==> config.mk <==
export PLATFORM = sky130hd
export DESIGN_NAME = guess_tracker_flat
export DESIGN_NICKNAME = d
export VERILOG_FILES = /design/src/rtl/guess_tracker_if.sv /design/src/rtl/guess_tracker.sv /design/src/flat_wrapper.sv
export SDC_FILE = /design/constraint.sdc
export NUM_CORES = 1
export LEC_CHECK = 0
export CORE_UTILIZATION = 55
export CTS_BUF_LIST = sky130_fd_sc_hd__clkbuf_4
export CTS_CLUSTER_DIAMETER = 40
export DETAILED_ROUTE_END_ITERATION = 16
export PLACE_DENSITY = 0.87
export SETUP_SLACK_MARGIN = 0.2
export SYNTH_ARGS = -nofsm -noshare
export SYNTH_HDL_FRONTEND = slang
export SYNTH_SLANG_ARGS = --single-unit
==> constraint.sdc <==
create_clock -name clk -period 3.3 [get_ports clk]
set_input_delay 0.33 -clock clk [delete_from_list [all_inputs] [get_ports clk]]
set_output_delay 0.33 -clock clk [all_outputs]
set_load 0.05 [all_outputs]
==> src/rtl/guess_tracker_if.sv <==
`default_nettype none
// ============================================================================
//  Module     : guess_tracker_if
//  Description: Round-control bus between the game front end (start/board
//               and guess strobes) and the guess_tracker round controller.
//               master : drives start, board, guess_valid, guess_idx
//               slave  : drives show, ready, found, wrong_left, guess_ok,
//                        guess_bad, win, lose
//  Revision   : 1.0  initial release
// ============================================================================
interface guess_tracker_if #(
    parameter int CELLS     = 16,
    parameter int MAX_WRONG = 3,
    parameter int IDX_W     = $clog2(CELLS),
    parameter int WRONG_W   = $clog2(MAX_WRONG + 1)
);
    logic               start;
    logic [CELLS-1:0]   board;
    logic               guess_valid;
    logic [IDX_W-1:0]   guess_idx;
    logic               show;
    logic               ready;
    logic [CELLS-1:0]   found;
    logic [WRONG_W-1:0] wrong_left;
    logic               guess_ok;
    logic               guess_bad;
    logic               win;
    logic               lose;

    modport master (
        output start, board, guess_valid, guess_idx,
        input  show, ready, found, wrong_left, guess_ok, guess_bad, win, lose
    );

    modport slave (
        input  start, board, guess_valid, guess_idx,
        output show, ready, found, wrong_left, guess_ok, guess_bad, win, lose
    );
endinterface
`default_nettype wire

==> src/rtl/guess_tracker.sv <==
`default_nettype none
// ============================================================================
//  Module     : guess_tracker
//  Description: Round controller for the memory-matrix game. Latches the
//               target board on start, shows it for SHOW_CYCLES clocks, then
//               classifies indexed cell guesses, tracking found cells and
//               remaining wrong guesses until the round is won or lost.
//  Ports      : clk    - system clock, rising edge
//               reset  - asynchronous, active-low reset
//               bus    - guess_tracker_if.slave (start/board/guess in,
//                        show/ready/found/wrong_left/pulses/win/lose out)
//  Option     : GUESS_TRACKER_DUP_PENALTY_EN - when defined, re-guessing an
//               already-found cell counts as a wrong guess; otherwise such a
//               repeat is silently ignored.
//  Revision   : 1.0  initial release
// ============================================================================
module guess_tracker #(
    parameter int CELLS       = 16,
    parameter int MAX_WRONG   = 3,
    parameter int SHOW_CYCLES = 100000000,
    parameter int IDX_W       = $clog2(CELLS),
    parameter int WRONG_W     = $clog2(MAX_WRONG + 1)
) (
    input  wire logic       clk,
    input  wire logic       reset,
    guess_tracker_if.slave  bus
);

    // A one-cycle show still needs a 1-bit counter.
    localparam int                  c_CNT_W      = (SHOW_CYCLES > 1) ? $clog2(SHOW_CYCLES) : 1;
    localparam logic [c_CNT_W-1:0]  c_SHOW_LAST  = c_CNT_W'(SHOW_CYCLES - 1);
    localparam logic [WRONG_W-1:0]  c_WRONG_INIT = WRONG_W'(MAX_WRONG);
    localparam logic [CELLS-1:0]    c_CELL0      = CELLS'(1);

`ifdef GUESS_TRACKER_DUP_PENALTY_EN
    localparam logic c_DUP_PENALTY = 1'b1;
`else
    localparam logic c_DUP_PENALTY = 1'b0;
`endif

    typedef enum logic [2:0] {
        S_IDLE = 3'd0,
        S_SHOW = 3'd1,
        S_PLAY = 3'd2,
        S_WIN  = 3'd3,
        S_LOSE = 3'd4
    } state_t;

    state_t             r_state,      w_next_state;
    logic [CELLS-1:0]   r_target,     w_next_target;
    logic [CELLS-1:0]   r_found,      w_next_found;
    logic [WRONG_W-1:0] r_wrong_left, w_next_wrong_left;
    logic [c_CNT_W-1:0] r_show_cnt,   w_next_show_cnt;
    logic               r_guess_ok,   w_next_guess_ok;
    logic               r_guess_bad,  w_next_guess_bad;

    logic               w_idx_ok;
    logic [CELLS-1:0]   w_mask;
    logic               w_hit;
    logic               w_dup;

    // When CELLS fills the index space every index is legal; otherwise the
    // top codes are out of range and must be rejected.
    generate
        if (CELLS == (1 << IDX_W)) begin : g_range_full
            assign w_idx_ok = 1'b1;
        end else begin : g_range_part
            assign w_idx_ok = (bus.guess_idx < IDX_W'(CELLS));
        end
    endgenerate

    // One-hot cell mask; shift avoids out-of-bounds bit selects.
    assign w_mask = c_CELL0 << bus.guess_idx;
    assign w_hit  = |(r_target & w_mask);
    assign w_dup  = |(r_found  & w_mask);

    always_ff @(posedge clk or negedge reset) begin
        if (!reset) begin
            r_state      <= S_IDLE;
            r_target     <= '0;
            r_found      <= '0;
            r_wrong_left <= c_WRONG_INIT;
            r_show_cnt   <= '0;
            r_guess_ok   <= 1'b0;
            r_guess_bad  <= 1'b0;
        end else begin
            r_state      <= w_next_state;
            r_target     <= w_next_target;
            r_found      <= w_next_found;
            r_wrong_left <= w_next_wrong_left;
            r_show_cnt   <= w_next_show_cnt;
            r_guess_ok   <= w_next_guess_ok;
            r_guess_bad  <= w_next_guess_bad;
        end
    end

    always_comb begin
        w_next_state      = r_state;
        w_next_target     = r_target;
        w_next_found      = r_found;
        w_next_wrong_left = r_wrong_left;
        w_next_show_cnt   = r_show_cnt;
        w_next_guess_ok   = 1'b0;
        w_next_guess_bad  = 1'b0;

        case (r_state)
            S_IDLE, S_WIN, S_LOSE: begin
                if (bus.start) begin
                    w_next_target     = bus.board;
                    w_next_found      = '0;
                    w_next_wrong_left = c_WRONG_INIT;
                    w_next_show_cnt   = c_SHOW_LAST;
                    // An empty board is already solved.
                    w_next_state      = (bus.board == '0) ? S_WIN : S_SHOW;
                end
            end

            S_SHOW: begin
                if (r_show_cnt == '0) begin
                    w_next_state = S_PLAY;
                end else begin
                    w_next_show_cnt = r_show_cnt - 1'b1;
                end
            end

            S_PLAY: begin
                if (bus.guess_valid && w_idx_ok) begin
                    if (w_hit && !w_dup) begin
                        w_next_found    = r_found | w_mask;
                        w_next_guess_ok = 1'b1;
                        if ((r_found | w_mask) == r_target) begin
                            w_next_state = S_WIN;
                        end
                    end else if (!w_hit || c_DUP_PENALTY) begin
                        // wrong_left is >= 1 in PLAY: reaching 0 leaves PLAY.
                        w_next_wrong_left = r_wrong_left - 1'b1;
                        w_next_guess_bad  = 1'b1;
                        if (r_wrong_left == WRONG_W'(1)) begin
                            w_next_state = S_LOSE;
                        end
                    end
                end
            end

            default: begin
                w_next_state = S_IDLE;
            end
        endcase
    end

    assign bus.show       = (r_state == S_SHOW);
    assign bus.ready      = (r_state == S_PLAY);
    assign bus.win        = (r_state == S_WIN);
    assign bus.lose       = (r_state == S_LOSE);
    assign bus.found      = r_found;
    assign bus.wrong_left = r_wrong_left;
    assign bus.guess_ok   = r_guess_ok;
    assign bus.guess_bad  = r_guess_bad;

endmodule
`default_nettype wire

==> src/flat_wrapper.sv <==
// flat-port wrapper written by rule: the top's interface ports become plain ports
module guess_tracker_flat 
#(
    parameter int CELLS       = 16,
    parameter int MAX_WRONG   = 3,
    parameter int SHOW_CYCLES = 100000000,
    parameter int IDX_W       = $clog2(CELLS),
    parameter int WRONG_W     = $clog2(MAX_WRONG + 1)
)
  (clk, reset, bus_start, bus_board, bus_guess_valid, bus_guess_idx, bus_show, bus_ready, bus_found, bus_wrong_left, bus_guess_ok, bus_guess_bad, bus_win, bus_lose);
  guess_tracker_if #(.CELLS(CELLS), .MAX_WRONG(MAX_WRONG), .IDX_W(IDX_W), .WRONG_W(WRONG_W)) bus_i ();
  input  wire logic clk;
  input  wire logic reset;
  input wire logic [$bits(bus_i.start)-1:0] bus_start;
  input wire logic [$bits(bus_i.board)-1:0] bus_board;
  input wire logic [$bits(bus_i.guess_valid)-1:0] bus_guess_valid;
  input wire logic [$bits(bus_i.guess_idx)-1:0] bus_guess_idx;
  output wire logic [$bits(bus_i.show)-1:0] bus_show;
  output wire logic [$bits(bus_i.ready)-1:0] bus_ready;
  output wire logic [$bits(bus_i.found)-1:0] bus_found;
  output wire logic [$bits(bus_i.wrong_left)-1:0] bus_wrong_left;
  output wire logic [$bits(bus_i.guess_ok)-1:0] bus_guess_ok;
  output wire logic [$bits(bus_i.guess_bad)-1:0] bus_guess_bad;
  output wire logic [$bits(bus_i.win)-1:0] bus_win;
  output wire logic [$bits(bus_i.lose)-1:0] bus_lose;
  assign bus_i.start = bus_start;
  assign bus_i.board = bus_board;
  assign bus_i.guess_valid = bus_guess_valid;
  assign bus_i.guess_idx = bus_guess_idx;
  assign bus_show = bus_i.show;
  assign bus_ready = bus_i.ready;
  assign bus_found = bus_i.found;
  assign bus_wrong_left = bus_i.wrong_left;
  assign bus_guess_ok = bus_i.guess_ok;
  assign bus_guess_bad = bus_i.guess_bad;
  assign bus_win = bus_i.win;
  assign bus_lose = bus_i.lose;
  guess_tracker #(.CELLS(CELLS), .MAX_WRONG(MAX_WRONG), .SHOW_CYCLES(SHOW_CYCLES), .IDX_W(IDX_W), .WRONG_W(WRONG_W)) u_core (.clk(clk), .reset(reset), .bus(bus_i));
endmodule
Yosys cells after proc, flatten, opt, wreduce, memory -nomap -nowiden
Cells that the tools add are included.
{"block": "classes", "addsub": 2, "n_eq_ne": 16, "n_shift": 1, "muxes": 28, "bitwise_logic": 3, "n_reduce_logical": 15}
{"operator": "27-bit 2-to-1 mux", "n": 2}
{"operator": "27-bit one-hot mux with 2 select lines", "n": 1}
{"operator": "16-bit 2-to-1 mux", "n": 3}
{"operator": "16-bit AND", "n": 2}
{"operator": "16-bit one-hot mux with 2 select lines", "n": 1}
{"operator": "16-bit OR reduction", "n": 2}
{"operator": "27-bit zero test", "n": 1}
{"operator": "27-bit by 1-bit subtractor with 27-bit output (second input constant)", "n": 1}
{"operator": "3-bit 2-to-1 mux", "n": 7}
{"operator": "16-bit == test", "n": 1}
{"operator": "16-bit zero test", "n": 1}
{"operator": "16-bit bitwise OR", "n": 1}
{"operator": "1-bit by 4-bit << shifter with 16-bit output (first input constant)", "n": 1}
{"operator": "2-bit 2-to-1 mux", "n": 5}
{"operator": "2-bit != test (second input constant)", "n": 5}
{"operator": "3-bit one-hot mux with 3 select lines", "n": 1}
{"operator": "1-bit 2-to-1 mux", "n": 7}
{"operator": "3-bit by 2-bit == test with 1-bit output (second input constant)", "n": 2}
{"operator": "3-bit != test (second input constant)", "n": 2}
{"operator": "6-bit AND reduction", "n": 1}
{"operator": "5-bit AND reduction", "n": 1}
{"operator": "2-bit by 1-bit != test with 1-bit output (second input constant)", "n": 2}
{"operator": "2-bit one-hot mux with 2 select lines", "n": 1}
{"operator": "4-bit AND reduction", "n": 1}
{"operator": "12 further kinds", "n": 13}
{"block": "word_totals", "ff_bits": 66, "wordCells": 72}

Logic depth before layout (Yosys ltp)
{"block": "logic_depth", "word_depth": 8, "depth_mapped": 10, "mapped_depth_nobuf": 9}

Worst setup path after synthesis
OpenSTA, ideal clock, no wires.
{"block": "synth_path", "path_type": "reg-to-reg", "start": "register u_core.r_state[0]", "end": "register u_core.r_show_cnt[23]", "setup_ns": 0.134, "arrival_ns": 3.357, "setup_slack_ns": -0.190, "path_stages_with_launch": 8, "period_less_slack_ns": 3.490, "cell_sequence": "dfrtp_1 > clkbuf_1 > nor3b_1 > o31ai_2 > a2111oi_1 > nor2b_1 > xnor2_1 > nand2_1"}
{"block": "synth_between", "elab_cells_between_ends": 10}
{"item": "start, declared", "line": "guess_tracker.sv:49", "rtl": "state_t r_state, w_next_state;"}
{"item": "start signal, assigned", "line": "guess_tracker.sv:87", "rtl": "r_state <= w_next_state;"}
{"item": "3-bit by 1-bit == test with 1-bit output *"}
{"item": "via bus_show", "line": "flat_wrapper.sv:18", "rtl": "output wire logic [$bits(bus_i.show)-1:0] bus_show;"}
{"item": "2-bit != test (no line) / 2-bit nonzero test (equally long branches)"}
{"item": "3-bit AND reduction (no line)"}
{"item": "end signal, assigned", "line": "guess_tracker.sv:91", "rtl": "r_show_cnt <= w_next_show_cnt;"}
{"item": "end, declared", "line": "guess_tracker.sv:53", "rtl": "logic [c_CNT_W-1:0] r_show_cnt, w_next_show_cnt;"}
Mark *: on every way through the listed nets, which the timed path passes. The rest lies on a longest branch.
A chain may end at the register's enable or synchronous reset.

Worst setup path in the final report
{"block": "layout_path", "start": "register u_core.r_show_cnt[0]", "end": "register u_core.r_show_cnt[17]"}
{"block": "layout_between", "elab_chain_len": 3, "elab_cells_between_ends": 6}
{"item": "27-bit by 1-bit subtractor with 27-bit output / 27-bit zero test (equally long branches)", "line": "guess_tracker.sv:122, guess_tracker.sv:119"}
{"item": "27-bit 2-to-1 mux / 2-bit != test (equally long branches)"}
{"item": "27-bit one-hot mux with 2 select lines / 3-bit AND reduction (equally long branches)"}
Several ways; a longest one is shown, not always the timed one. The select of a mux whose other input is x is not followed.

==> summary.txt <==
status: completed
Synthesis Warnings: 0
initial core utilization: 56.67%
CTS root buffer: clkbuf_4
vias in the first global route: 3,460
core area: 6756 sq um
highest cell delay on the worst timing path: 0.60 ns
GPL Wtd Cong: 0.9747
hold_ws: 0.06913 ns
Clock Latency Late Sink: 0.43 ns
PortBufs: 47
achievable frequency: 337.7 MHz
asr flop ratio synth: 100.0%
Data required, critical path: 3.61 ns
count of cell types in the netlist: 59
Hold/Removal Path Class: in2async
CTS buffer count: 9
initial antenna violation count: 0
std cell rows: 30
Int Power: 0.001700 W
minimum clock period: 2.961 ns
RSZ-0062 raised after global routing: true
synth-to-layout area growth: 21.73%
Crit Path Max Fanout: 9
DR iter-0 viols: 319
Syn Inst Count: 444
endpoints failing hold: 0
Reg power frac: 40.6%
pin count of the biggest net entering global routing: 49
most common cell after layout, fill and taps aside: nand2_1
width of the die: 85.44 um
first-pass GRT wire length: 16,580 um
worst vdd ir: 0.0003537 V
WL/cell: 17.41 um
share of the yosys chip area belonging to registers: 43.20%
DPL Wire Length: 7158 um
Final period util: 89.73%
Final Setup Violations: 0
DR pass1 iterations: 5
Sw Ratio: 38.69%
clk buf depth: 2
Comb pwr share: 33.8%
share of cells above drive strength 1: 10.48%
crit path cell chain: inv_1 > ha_1 > or4b_4 > or4b_4 > o31a_1 > o2111ai_1 > nor3_1 > xnor2_1 > nor2_1
Die Ht: 85.44 um
Die ar.: 7299 sq um
Switch Pwr: 0.001073 W
Clock Skew: 0.01962 ns
grt ovf: 0
clock share of power: 25.6%
top_reg_cell synth: dfrtp_1
Worst-path clk slew: 0.13 ns
Via-to-Cell Ratio: 6.201
drt total wl: 10,030 um
fin. max-slew vios: 0
Startpoint Class: flip-flop
flops & latches, synth: 66
GRT Util Overall: 29.16%
slowest CP cell: or4b_4
Post-synth EDFFs: 0
io pins: 48
Netlist Area Pre-Place: 3829 sq um
commonest cells after routing, fill and taps aside: 85 x nand2_1, 64 x dfrtp_1, 46 x clkdlybuf4s50_1
max-cap viol count: 0
CTS Sinks: 66
CP arrival: 3.27 ns
kind of critical path: reg2reg
detailed-route via count: 3,572
Setup TNS: 0 ns
TritonCTS clock tree: yes
P per Cell Area: 594.8 nW/um^2
Final Worst Setup Slack: 0.3388 ns
Place WS: 0.1533 ns
Syn Area/Cell: 8.623 sq um
Final ANT Viol Nets: 0
antenna cells: 0
DRC violations left: 0
Most common cell on crit path: or4b_4
fin nets: 517
H-tree depth: 3
leakage: 1.878 nW
worst rel slew slack: 29.95%
Mapped Nets: 470
crit end category: flip-flop
Slew @ Worst Pin: 1.051 ns
count of hold-fix buffers inserted at cts: 0
[cell usage after synthesis (all sizes together) (10+ instances only)]
library cell | count | share of area, %
nand2 | 85 | 8.3
dfrtp | 64 | 42
nor2 | 30 | 2.9
a21oi | 27 | 3.5
o21ai | 21 | 2.7
clkbuf | 17 | 1.7
xor2 | 16 | 3.7
inv | 15 | 1.5
xnor2 | 13 | 3.0
nor3 | 12 | 1.6
nand3 | 11 | 1.4
and3 | 10 | 1.6
[metal layers]
layer,up-vias,track usage (%),share of wire [%]
met2,171,46.76,47
met4,0,13.64,3.0
li1,1662,-,-
met3,33,4.377,6.6
met5,-,0,0
met1,1706,39.09,43
[metrics by stage]
step	power, W	std cells	utilization (%)	cell area (sq um)
floorplan	0.001731	444	-	3834
finish	0.002772	576	68.98	4661
global route	0.002924	576	68.98	4661
CTS	0.002738	575	68.00	4594
detailed placement	0.002035	559	65.15	4402
global placement	0.001985	559	65.15	4402
[layout make-up]
cell class | count | area (sq um)
multi-input cells | 338 | 2078
clock inverters | 6 | 113.9
clock buffers | 10 | 75.07
well taps | 80 | 100.1
flip-flops and latches | 66 | 1654
fillers | 535 | 2096
inverters | 15 | 56.30
repair buffers | 61 | 583.1
[repair_timing]
| action | 4_1_cts | 5_1_grt |
|---|---|---|
| hold endpoints to repair | 0 | 0 |
| buffers inserted | 0 | 1 |
| gates resized for setup | 1 | 8 |
| setup endpoints to repair | 1 | 10 |
| pin swaps | 0 | 3 |
[worst max-delay path: cells and delay by family (launching register included)]
family | cells | cell delay (ns)
AOI/OAI and AO/OA | 2 | 0.75
adders and majority gates | 1 | 0.17
DFF | 1 | 0.43
and+or+nand+nor | 4 | 1.26
buffers and inverters | 1 | 0.07
xor gates and xnor gates | 1 | 0.17
[worst paths after layout]
check | start | endpoint | slack (ns) | depth (start not counted)
setup / recovery | u_core.r_show_cnt[0] | u_core.r_show_cnt[17] | 0.34 | 9
min in group clk | bus_board[5] | u_core.r_target[5] | 0.47 | 3
max in group asynchronous | reset | u_core.r_show_cnt[10] | 2.47 | 2
setup reg to reg | u_core.r_show_cnt[0] | u_core.r_show_cnt[17] | 0.34 | 9
hold reg to reg | u_core.r_show_cnt[26] | u_core.r_show_cnt[26] | 0.52 | 2
hold / removal | reset | u_core.bus.found[7] | 0.07 | 1
[power groups by stage]
stage,registers (W),logic [W],clock network [W]
2_1_floorplan,0.00109,0.000639,0
3_5_place_dp,0.00113,0.000906,0
5_1_grt,0.00114,0.00103,0.000751
4_1_cts,0.00112,0.000910,0.000712
3_3_place_gp,0.00112,0.000868,0
6_report,0.00113,0.000937,0.000709
[kinds of logic after synthesis]
group | count (synthesis) | share of synthesized area (%)
AO/OA/AOI/OAI | 88 | 14.87
XOR/XNOR | 29 | 6.634
adder cells (fa/ha/maj) | 2 | 0.6535
buffers and inverters | 40 | 4.052
flip-flops | 66 | 43.20
multiplexers | 10 | 2.680
AND/OR/NAND/NOR | 209 | 27.91
[sequential cells by signal, summed over array words and instances, names as in the netlist]
register,count
u_core.bus.wrong_left,2
u_core.r_show_cnt,27
u_core.r_target,16
u_core.bus.guess_ok,1
u_core.bus.guess_bad,1
u_core.r_state,3
u_core.bus.found,16
(Power assumes the default switching activity.)
